[src/rtl/cereal_pkg.sv]
// Shared definitions for the cereal serial transmitter/receiver pair.
// Optional feature macro: CEREAL_RX_PARITY_EN (even parity bit between data and stop).
package cereal_pkg;

  localparam int unsigned DATA_BITS        = 8;
  localparam int unsigned CLKS_PER_BIT_DEF = 5208;  // 50 MHz / 9600 baud

  typedef enum logic [1:0] {
    PAR_NONE = 2'd0,
    PAR_EVEN = 2'd1,
    PAR_ODD  = 2'd2
  } parity_mode_t;

`ifdef CEREAL_RX_PARITY_EN
  localparam parity_mode_t PARITY_MODE = PAR_EVEN;
`else
  localparam parity_mode_t PARITY_MODE = PAR_NONE;
`endif

  typedef enum logic [2:0] {
    ST_IDLE      = 3'd0,
    ST_START     = 3'd1,
    ST_DATA      = 3'd2,
    ST_PARITY    = 3'd3,
    ST_STOP      = 3'd4,
    ST_WAIT_HIGH = 3'd5
  } rx_state_t;

  // Even-parity bit for a data byte (XOR of all bits).
  function automatic logic even_parity(input logic [DATA_BITS-1:0] d);
    return ^d;
  endfunction

endpackage

[src/rtl/sync2.sv]
// Two-flop synchroniser for a single asynchronous input; reset value selectable.
module sync2 #(
  parameter logic RST_VAL = 1'b1
) (
  input  logic i_clk,
  input  logic i_rst,
  input  logic i_d,
  output logic o_q
);

  logic r_meta;
  logic r_q;

  // Metastability filter: two back-to-back flops.
  always_ff @(posedge i_clk or posedge i_rst) begin
    if (i_rst) begin
      r_meta <= RST_VAL;
      r_q    <= RST_VAL;
    end else begin
      r_meta <= i_d;
      r_q    <= r_meta;
    end
  end

  assign o_q = r_q;

endmodule

[src/rtl/cereal_rx.sv]
// Serial byte receiver (8N1, or 8E1 when CEREAL_RX_PARITY_EN is defined).
// Mid-bit sampling from a down-counting baud counter, valid/ready holding register,
// frame-error, overrun and parity-error pulses.
module cereal_rx
  import cereal_pkg::*;
#(
  parameter int unsigned CLKS_PER_BIT = CLKS_PER_BIT_DEF
) (
  input  logic                 sysclk,
  input  logic                 reset,
  input  logic                 serialIn,
  output logic [DATA_BITS-1:0] rx_data,
  output logic                 rx_valid,
  input  logic                 rx_ready,
  output logic                 rx_busy,
  output logic                 frame_err,
  output logic                 overrun,
  output logic                 parity_err
);

  localparam int unsigned CW  = $clog2(CLKS_PER_BIT);
  localparam int unsigned BCW = $clog2(DATA_BITS);
  localparam logic [CW-1:0]  HALF_LOAD = CW'(CLKS_PER_BIT / 2 - 1);
  localparam logic [CW-1:0]  FULL_LOAD = CW'(CLKS_PER_BIT - 1);
  localparam logic [BCW-1:0] LAST_BIT  = BCW'(DATA_BITS - 1);

  logic                 w_rxs;
  logic                 w_tick;
  logic                 w_deliver;

  rx_state_t            r_state,   w_state_n;
  logic [CW-1:0]        r_cnt,     w_cnt_n;
  logic [BCW-1:0]       r_bitcnt,  w_bitcnt_n;
  logic [DATA_BITS-1:0] r_shreg,   w_shreg_n;
  logic [DATA_BITS-1:0] r_data,    w_data_n;
  logic                 r_valid,   w_valid_n;
  logic                 r_busy,    w_busy_n;
  logic                 r_frame_err, w_frame_err_n;
  logic                 r_overrun, w_overrun_n;
`ifdef CEREAL_RX_PARITY_EN
  logic                 r_par_flag, w_par_flag_n;
  logic                 r_parity_err, w_parity_err_n;
`endif

  sync2 #(.RST_VAL(1'b1)) u_sync (
    .i_clk (sysclk),
    .i_rst (reset),
    .i_d   (serialIn),
    .o_q   (w_rxs)
  );

  assign w_tick = (r_cnt == '0);

  // State and datapath registers.
  always_ff @(posedge sysclk or posedge reset) begin
    if (reset) begin
      r_state     <= ST_IDLE;
      r_cnt       <= '0;
      r_bitcnt    <= '0;
      r_shreg     <= '0;
      r_data      <= '0;
      r_valid     <= 1'b0;
      r_busy      <= 1'b0;
      r_frame_err <= 1'b0;
      r_overrun   <= 1'b0;
`ifdef CEREAL_RX_PARITY_EN
      r_par_flag   <= 1'b0;
      r_parity_err <= 1'b0;
`endif
    end else begin
      r_state     <= w_state_n;
      r_cnt       <= w_cnt_n;
      r_bitcnt    <= w_bitcnt_n;
      r_shreg     <= w_shreg_n;
      r_data      <= w_data_n;
      r_valid     <= w_valid_n;
      r_busy      <= w_busy_n;
      r_frame_err <= w_frame_err_n;
      r_overrun   <= w_overrun_n;
`ifdef CEREAL_RX_PARITY_EN
      r_par_flag   <= w_par_flag_n;
      r_parity_err <= w_parity_err_n;
`endif
    end
  end

  // Frame FSM, baud counter, shift register and holding-register handshake.
  always_comb begin
    w_state_n     = r_state;
    w_cnt_n       = r_cnt;
    w_bitcnt_n    = r_bitcnt;
    w_shreg_n     = r_shreg;
    w_data_n      = r_data;
    w_valid_n     = r_valid;
    w_frame_err_n = 1'b0;
    w_overrun_n   = 1'b0;
    w_deliver     = 1'b0;
`ifdef CEREAL_RX_PARITY_EN
    w_par_flag_n   = r_par_flag;
    w_parity_err_n = 1'b0;
`endif

    case (r_state)
      ST_IDLE: begin
        if (!w_rxs) begin
          w_bitcnt_n = '0;
          w_cnt_n    = HALF_LOAD;
          w_state_n  = ST_START;
`ifdef CEREAL_RX_PARITY_EN
          w_par_flag_n = 1'b0;
`endif
        end
      end

      ST_START: begin
        if (w_tick) begin
          if (w_rxs) begin
            w_state_n = ST_IDLE;  // false start, silently ignored
          end else begin
            w_cnt_n   = FULL_LOAD;
            w_state_n = ST_DATA;
          end
        end else begin
          w_cnt_n = r_cnt - CW'(1);
        end
      end

      ST_DATA: begin
        if (w_tick) begin
          w_shreg_n = {w_rxs, r_shreg[DATA_BITS-1:1]};
          w_cnt_n   = FULL_LOAD;
          if (r_bitcnt == LAST_BIT) begin
`ifdef CEREAL_RX_PARITY_EN
            w_state_n = ST_PARITY;
`else
            w_state_n = ST_STOP;
`endif
          end else begin
            w_bitcnt_n = r_bitcnt + BCW'(1);
          end
        end else begin
          w_cnt_n = r_cnt - CW'(1);
        end
      end

      ST_PARITY: begin
`ifdef CEREAL_RX_PARITY_EN
        if (w_tick) begin
          if (even_parity(r_shreg) ^ w_rxs) w_par_flag_n = 1'b1;
          w_cnt_n   = FULL_LOAD;
          w_state_n = ST_STOP;
        end else begin
          w_cnt_n = r_cnt - CW'(1);
        end
`else
        w_state_n = ST_IDLE;
`endif
      end

      ST_STOP: begin
        if (w_tick) begin
          if (w_rxs) begin
            w_state_n = ST_IDLE;
`ifdef CEREAL_RX_PARITY_EN
            if (r_par_flag) w_parity_err_n = 1'b1;
            else            w_deliver      = 1'b1;
`else
            w_deliver = 1'b1;
`endif
          end else begin
            w_frame_err_n = 1'b1;  // includes break: wait for line release
            w_state_n     = ST_WAIT_HIGH;
          end
        end else begin
          w_cnt_n = r_cnt - CW'(1);
        end
      end

      ST_WAIT_HIGH: begin
        if (w_rxs) w_state_n = ST_IDLE;
      end

      default: begin
        w_state_n = ST_IDLE;
      end
    endcase

    // A simultaneous accept frees the holding register for the new byte.
    if (w_deliver) begin
      if (!r_valid || rx_ready) begin
        w_data_n  = r_shreg;
        w_valid_n = 1'b1;
      end else begin
        w_overrun_n = 1'b1;
      end
    end else if (r_valid && rx_ready) begin
      w_valid_n = 1'b0;
    end

    w_busy_n = (w_state_n == ST_START) || (w_state_n == ST_DATA) ||
               (w_state_n == ST_PARITY) || (w_state_n == ST_STOP);
  end

  assign rx_data   = r_data;
  assign rx_valid  = r_valid;
  assign rx_busy   = r_busy;
  assign frame_err = r_frame_err;
  assign overrun   = r_overrun;
`ifdef CEREAL_RX_PARITY_EN
  assign parity_err = r_parity_err;
`else
  assign parity_err = 1'b0;
`endif

endmodule

[config.mk]
export PLATFORM = sky130hd
export DESIGN_NAME = cereal_rx
export DESIGN_NICKNAME = d
export VERILOG_FILES = /design/src/rtl/cereal_pkg.sv /design/src/rtl/sync2.sv /design/src/rtl/cereal_rx.sv
export SDC_FILE = /design/constraint.sdc
export NUM_CORES = 1
export LEC_CHECK = 0
export ABC_CLOCK_PERIOD_IN_PS = 2000
export CAP_MARGIN = 5
export CORE_MARGIN = 10
export CORE_UTILIZATION = 55
export CTS_BUF_LIST = sky130_fd_sc_hd__clkbuf_4
export DETAILED_ROUTE_END_ITERATION = 6
export GPL_TIMING_DRIVEN = 0
export PLACE_DENSITY_LB_ADDON = 0.2
export RECOVER_POWER = 25
export SLEW_MARGIN = 20
export SYNTH_ARGS = -nofsm -noshare
export SYNTH_HDL_FRONTEND = slang
export SYNTH_SLANG_ARGS = --single-unit
[constraint.sdc]
create_clock -name sysclk -period 2 [get_ports sysclk]
set_input_delay 0.5 -clock sysclk [delete_from_list [all_inputs] [get_ports sysclk]]
set_output_delay 0.5 -clock sysclk [all_outputs]
set_load 0.01 [all_outputs]
==> results_dict.tcl <==
set metrics [dict create \
    syn_nets 188 \
    cp_max_fo 6 \
    slew_viol_final 0 \
    drt-initial-drc-count 171 \
    grt-ovfl-total 0 \
    syn_avg_cell_area_um2 11.4 \
    fin_tns_setup_ns 0 \
    synth.area.top_cells "dfrtp_1 47%, mux2_4 5.8%, mux2_2 4.9%, o21ai_1 3.6%, dfstp_2 2.5%" \
    max_freq_mhz 507 \
    total_power_w 0.00126 \
    post-route-min-period_ns 1.97 \
    tightest_slew_ns 0.645 \
    rsz0062_at_grt "yes" \
    numCtsBuffers 5 \
    skew_ns 0.0115 \
    synth_cell_types 50 \
    post-place-ws_ns -0.140 \
    drt-wirelength-per-cell_um 16.5 \
    ios 17 \
    path_class "flip-flop to flip-flop" \
    worstSkewPairLatency_ns 0.35 \
    first_pass_iters 4 \
    numPortBuffers 15 \
    hold_violations 0 \
    grt_pass1_wl_mm 6.86 \
    nFillCells 273 \
    timing.rr.end "r_bitcnt[0]" \
    synth_edf_count 0 \
    grt.total_usage_pct 13.2 \
    setup_viol 0 \
    design_area_mm2 0.00247 \
    gp_congestion 0.934 \
    ys_ff_latch 41 \
    endpoint_kind "flip-flop" \
    synth_top_area_cell "dfrtp_1" \
    setup_ws_ns 0.0289 \
    worst_ep_required_time_ns 2.29 \
    multi_input_comb_area_mm2 0.00102 \
    core.rowCount 22 \
    status "completed" \
    worstRegToRegCells 7 \
    die-width_um 81.3 \
    wl_mm 4.27 \
    cts_tree "built" \
    dieArea_mm2 0.00661 \
    htreeDepth 2 \
    grt_max_degree 26 \
    holdPathStages 0 \
    root_buffer "clkbuf_4" \
    syn-cell-area_mm2 0.00207 \
    hp-start "u_sync.r_meta" \
    synth_flop_cell "dfrtp_1" \
    synthToLayoutAreaGrowth_pct 19.7 \
    clock_path_buffers 2 \
    ys_seq_area_share_pct 49.8 \
    vias 1562 \
    coreArea_mm2 0.00363 \
    whs_endpoint "u_sync.o_q" \
    drtAntennaViolNets 0 \
    layout-drive-gt1-share_pct 31.4 \
    hp-class "flip-flop to flip-flop" \
    antenna_found_initial 0 \
    register_area_mm2 0.00103 \
    arrival_ns 2.26 \
    start_util_pct 56.9 \
    synth_top_area_share_pct 47.2 \
    synthArstFlopShare_pct 100 \
    post_dp_cell_area_mm2 0.00230 \
    cp_slowest_cell "dfrtp_2" \
    post-route-drc-count 0 \
    hpwl_mm 3.05 \
    fin_crit_sh_pct 98.6 \
    worstPathCellList "inv_2 > ha_4 > nor3b_4 > nand4_4 > buf_4 > nor3_1 > mux2_2" \
    synth_warnings 0 \
    clk_pin_slew_ns 0.12 \
    p_leak_nw 1.08 \
    clock_sinks 41 \
    first_global_vias 1475 \
    final_net_count 216 \
    r2r_start "r_cnt[0]" \
    max_cap_violations 0 \
    diodes 0 \
    critPathLaunchType "flip-flop" \
    die_height_um 81.3 \
    cts-hold-fix-buffers 0 \
    ir_drop_mv 0.286 \
    syn_inst 181 \
    detail_route.vias_per_cell 6.05 \
    reg2reg_slack_ns 0.03 \
    slowest_delay_ns 0.46 \
    p_per_area_mw_per_mm2 511 \
    slew_headroom_pct 57.0 \
]
-- logic make-up after synthesis --
family	after synthesis	share of synthesized area, %
and+or+nand+nor	53	17.7
DFF	41	49.8
muxes	17	10.7
adders and majority gates	3	1.82
AOI/OAI and AO/OA	47	14.8
other	1	0.182
xor gates and xnor gates	1	0.424
buffers and inverters	18	4.54
-- layout by cell type (no fill, tap or decap), types with 3 or more instances in the layout --
cell,instances
a21oi_1,6
dfrtp_1,38
inv_1,6
buf_6,4
o21ai_0,5
nand3_1,3
nor2_1,13
nor4_4,3
nand2b_1,3
clkbuf_4,5
buf_4,7
mux2_2,9
nand2_1,7
mux2_4,8
a22o_1,5
nor3_1,4
clkdlybuf4s50_1,13
o21ai_1,14
-- area by class of cell --
class	count	share of cell area, %
clock inverter	3	0.709
sequential	41	41.6
tap	48	2.43
buffer	8	2.68
clock buffer	5	1.52
multi-input combinational	122	41.3
timing repair buffer	22	8.10
inverter	9	1.57
-- repair_timing --
action,4_1_cts,5_1_grt
resized for setup,9,14
pin swaps,1,9
buffers inserted,0,6
gates cloned,0,0
setup endpoints to repair,19,33
-- synthesized netlist by cell type (4+ instances only) --
library cell / instances
o21ai_1: 15
buf_2: 4
dfrtp_1: 39
nor3_1: 4
o21ai_0: 5
a21oi_1: 6
inv_1: 8
mux2_4: 8
a22o_1: 5
nor2_1: 14
nand2_1: 7
mux2_2: 9
-- worst max-delay path by stage --
stage,from,end
CTS,r_cnt[1],r_cnt[7]
global route,r_cnt[8],rx_data[0]
global placement,reset,rx_busy
floorplan,r_cnt[0],r_cnt[3]
finish,r_cnt[0],r_bitcnt[0]
detailed placement,r_cnt[1],r_cnt[7]
-- report_power, final --
group / internal (W) / switching [W] / total [W]
registers: 0.000833 / 0.00000370 / 0.000836
clock network: 0.000133 / 0.000268 / 0.000401
logic: 0.00000770 / 0.0000186 / 0.0000263
-- registers in the layout (all words and copies together) (netlist names), 3 cells and up --
| name | flops |
|---|---|
| r_cnt | 13 |
| r_shreg | 8 |
| rx_data | 8 |
| r_bitcnt | 3 |
| r_state | 3 |
-- critical path: cells and delay by family (launching register included) --
family | cells | cell delay, ns
mux | 1 | 0.23
simple gates | 3 | 0.83
fa+ha+maj | 1 | 0.13
buf+inv | 2 | 0.26
flops | 1 | 0.46
-- routing by layer --
metal  vias up  part of all wire [%]  GRT usage (%)
met3        11                   7.7           4.30
li1        722                     -              -
met2        54                    50           22.0
met1       775                    40           15.1
met5         -                     0              0
met4         0                   2.2           6.40
-- stage by stage --
stage | utilization (%) | instances | hold slack [ns]
2_1_floorplan | - | 181 | 0.345
3_3_place_gp | 62.6 | 244 | 0.349
3_5_place_dp | 63.4 | 245 | 0.358
4_1_cts | 66.2 | 253 | 0.375
5_1_grt | 68.0 | 258 | 0.377
6_report | 68.0 | 258 | 0.373
(Power assumes the default switching activity.)
==> edit (config.mk and constraints unchanged) <==
Re-encode `rx_state_t` (6 states) as one-hot, 6 bits wide.
--- a/src/rtl/cereal_pkg.sv
+++ b/src/rtl/cereal_pkg.sv
@@ -19,9 +19,9 @@
 
-  typedef enum logic [2:0] {
-    ST_IDLE      = 3'd0,
-    ST_START     = 3'd1,
-    ST_DATA      = 3'd2,
-    ST_PARITY    = 3'd3,
-    ST_STOP      = 3'd4,
-    ST_WAIT_HIGH = 3'd5
+  typedef enum logic [5:0] {
+    ST_IDLE      = 6'b000001,
+    ST_START     = 6'b000010,
+    ST_DATA      = 6'b000100,
+    ST_PARITY    = 6'b001000,
+    ST_STOP      = 6'b010000,
+    ST_WAIT_HIGH = 6'b100000
   } rx_state_t;
Check against the original RTL: same outputs for any inputs over 10 cycles, from zero or initial values and one cycle with reset high; not proved beyond that.
==> edit against the unedited design <==
The run now ends with negative setup slack left; clock skew up 0.0023 ns; global-route usage increased by 1.7 points; critical path depth shrank 2; core utilization rose by 8.6 points; final area rose by 16%; synthesized area up 5.5%; wire length grew 20%; count of clock-buffer cells in the layout grew 1; fmax is 9.2% lower; setup slack lost 0.20 ns; non-clock buffer count is 15 higher; sequential cell count rose by 3.
Power is not compared: it rests on default switching activity, and its combinational part moved more than twofold at a synthesized area within 25%.
==> edit: results (changes against the unedited design) <==
* Dpl hpwl at 3300 um (+8.3%)
* Slowest CP cell: or4_4
* Max Used Layer: met4
* Starting Density at 58.2% (+1.3 points)
* Via count at 1,760 (+13%)
* CP peak stage delay at 0.51 ns (+0.05 ns)
* Met3 WL post-DR at 349 um (+6.7%)
* Metal1 wirelength at 2110 um (+22%)
* Rel. slew slack at 48.1% (-8.9 points)
* Placement-stage worst setup slack at -0.483 ns (-0.342 ns)
* 1st-iter DRT viols at 243 (+42%)
* Warnings from Yosys at 0 (unchanged)
* Most frequent cells after synthesis: dfrtp_1 (41), mux2_2 (19), nor2_1 (14)
* Synth cell types at 54 (+8.0%)
* Synth top area cells: dfrtp_1 (47%), mux2_2 (9.8%), dfstp_2 (3.6%)
* GR Layer Usage met2 at 24.9% (+2.9 points)
* Share of cells above drive strength 1 at 41.4% (+10 points)
* Post-Synth Adder-Cell Area at 1.72% (-0.094 points)
* RePlAce Congestion at 0.905 (-3.1%)
* Sequential fraction of the synthesis area at 50.7% (+0.93 points)
* DR WL met2 at 2570 um (+21%)
* # nets final at 250 (+16%)
* Met1 GRT Util at 18.2% (+3.1 points)
* Setup-failing EPs final at 13 (+13)
* Vias in the first global route at 1,886 (+28%)
* Filler cells at 234 (-14%)
* Post_cts resized at 25 (+16)
* Outcome: complete, but fails checks
* Critical Path Fanout Max at 5 (-1)
* Final Worst Setup Slack at -0.172 ns (-0.201 ns)
* Clock Skew at 0.0138 ns (+0.00231 ns)
* Mux cell area share after synthesis at 10.7% (+0.020 points)
* Failing checks: negative setup slack
* Final WL at 5110 um (+20%)
* Grt met3 use at 4.49% (+0.19 points)
* First-pass GRT wire length at 8870 um (+29%)
* # Post-CTS Setup Buffers at 23 (+23)
-- edit: metrics by stage --
stage | utilization, % | cell area, um2 | TNS, ns | cells
after detailed placement | 65.6 | 2460 | -10.44 | 267
after global routing | 76.7 | 2870 | -2.41 | 292
after global placement | 65.1 | 2440 | -21.38 | 266
after CTS | 75.2 | 2820 | -1.01 | 294
final | 76.7 | 2870 | -1.02 | 292
after floorplan | - | 2230 | -0.331 | 203
-- edit: final cells by class --
class	count	area, um2	share of cell area, %
Buffer	6	47.5	1.66
Timing Repair Buffer	39	340	11.9
Clock inverter	2	60.1	2.09
Inverter	10	40.0	1.39
Clock buffer	6	45.0	1.57
Multi-Input combinational cell	137	1170	40.8
Sequential cell	44	1110	38.6
Tap cell	48	60.1	2.09
-- edit: final timing paths --
kind | from | end | slack, ns | cells after the start
min | u_sync.r_meta$_DFF_PP1_ | u_sync.o_q$_DFF_PP1_ | 0.37 | 0
max | r_cnt[3]$_DFFE_PP0P_ | r_cnt[11]$_DFFE_PP0P_ | -0.17 | 5
max reg2reg | r_cnt[3]$_DFFE_PP0P_ | r_cnt[11]$_DFFE_PP0P_ | -0.17 | 5
min reg2reg | u_sync.r_meta$_DFF_PP1_ | u_sync.o_q$_DFF_PP1_ | 0.37 | 0
max in group asynchronous | reset | r_state[5]$_DFF_PP0_ | 0.23 | 3
min in group asynchronous | reset | r_state[1]$_DFF_PP0_ | 0.60 | 2
-- edit: where the power goes --
part | switching (mW) | total (mW) | leakage, nW | internal (mW)
Combinational | 0.0754 | 0.131 | 0.659 | 0.0555
Sequential | 0.0122 | 0.916 | 0.566 | 0.903
Clock | 0.284 | 0.688 | 0.0559 | 0.404
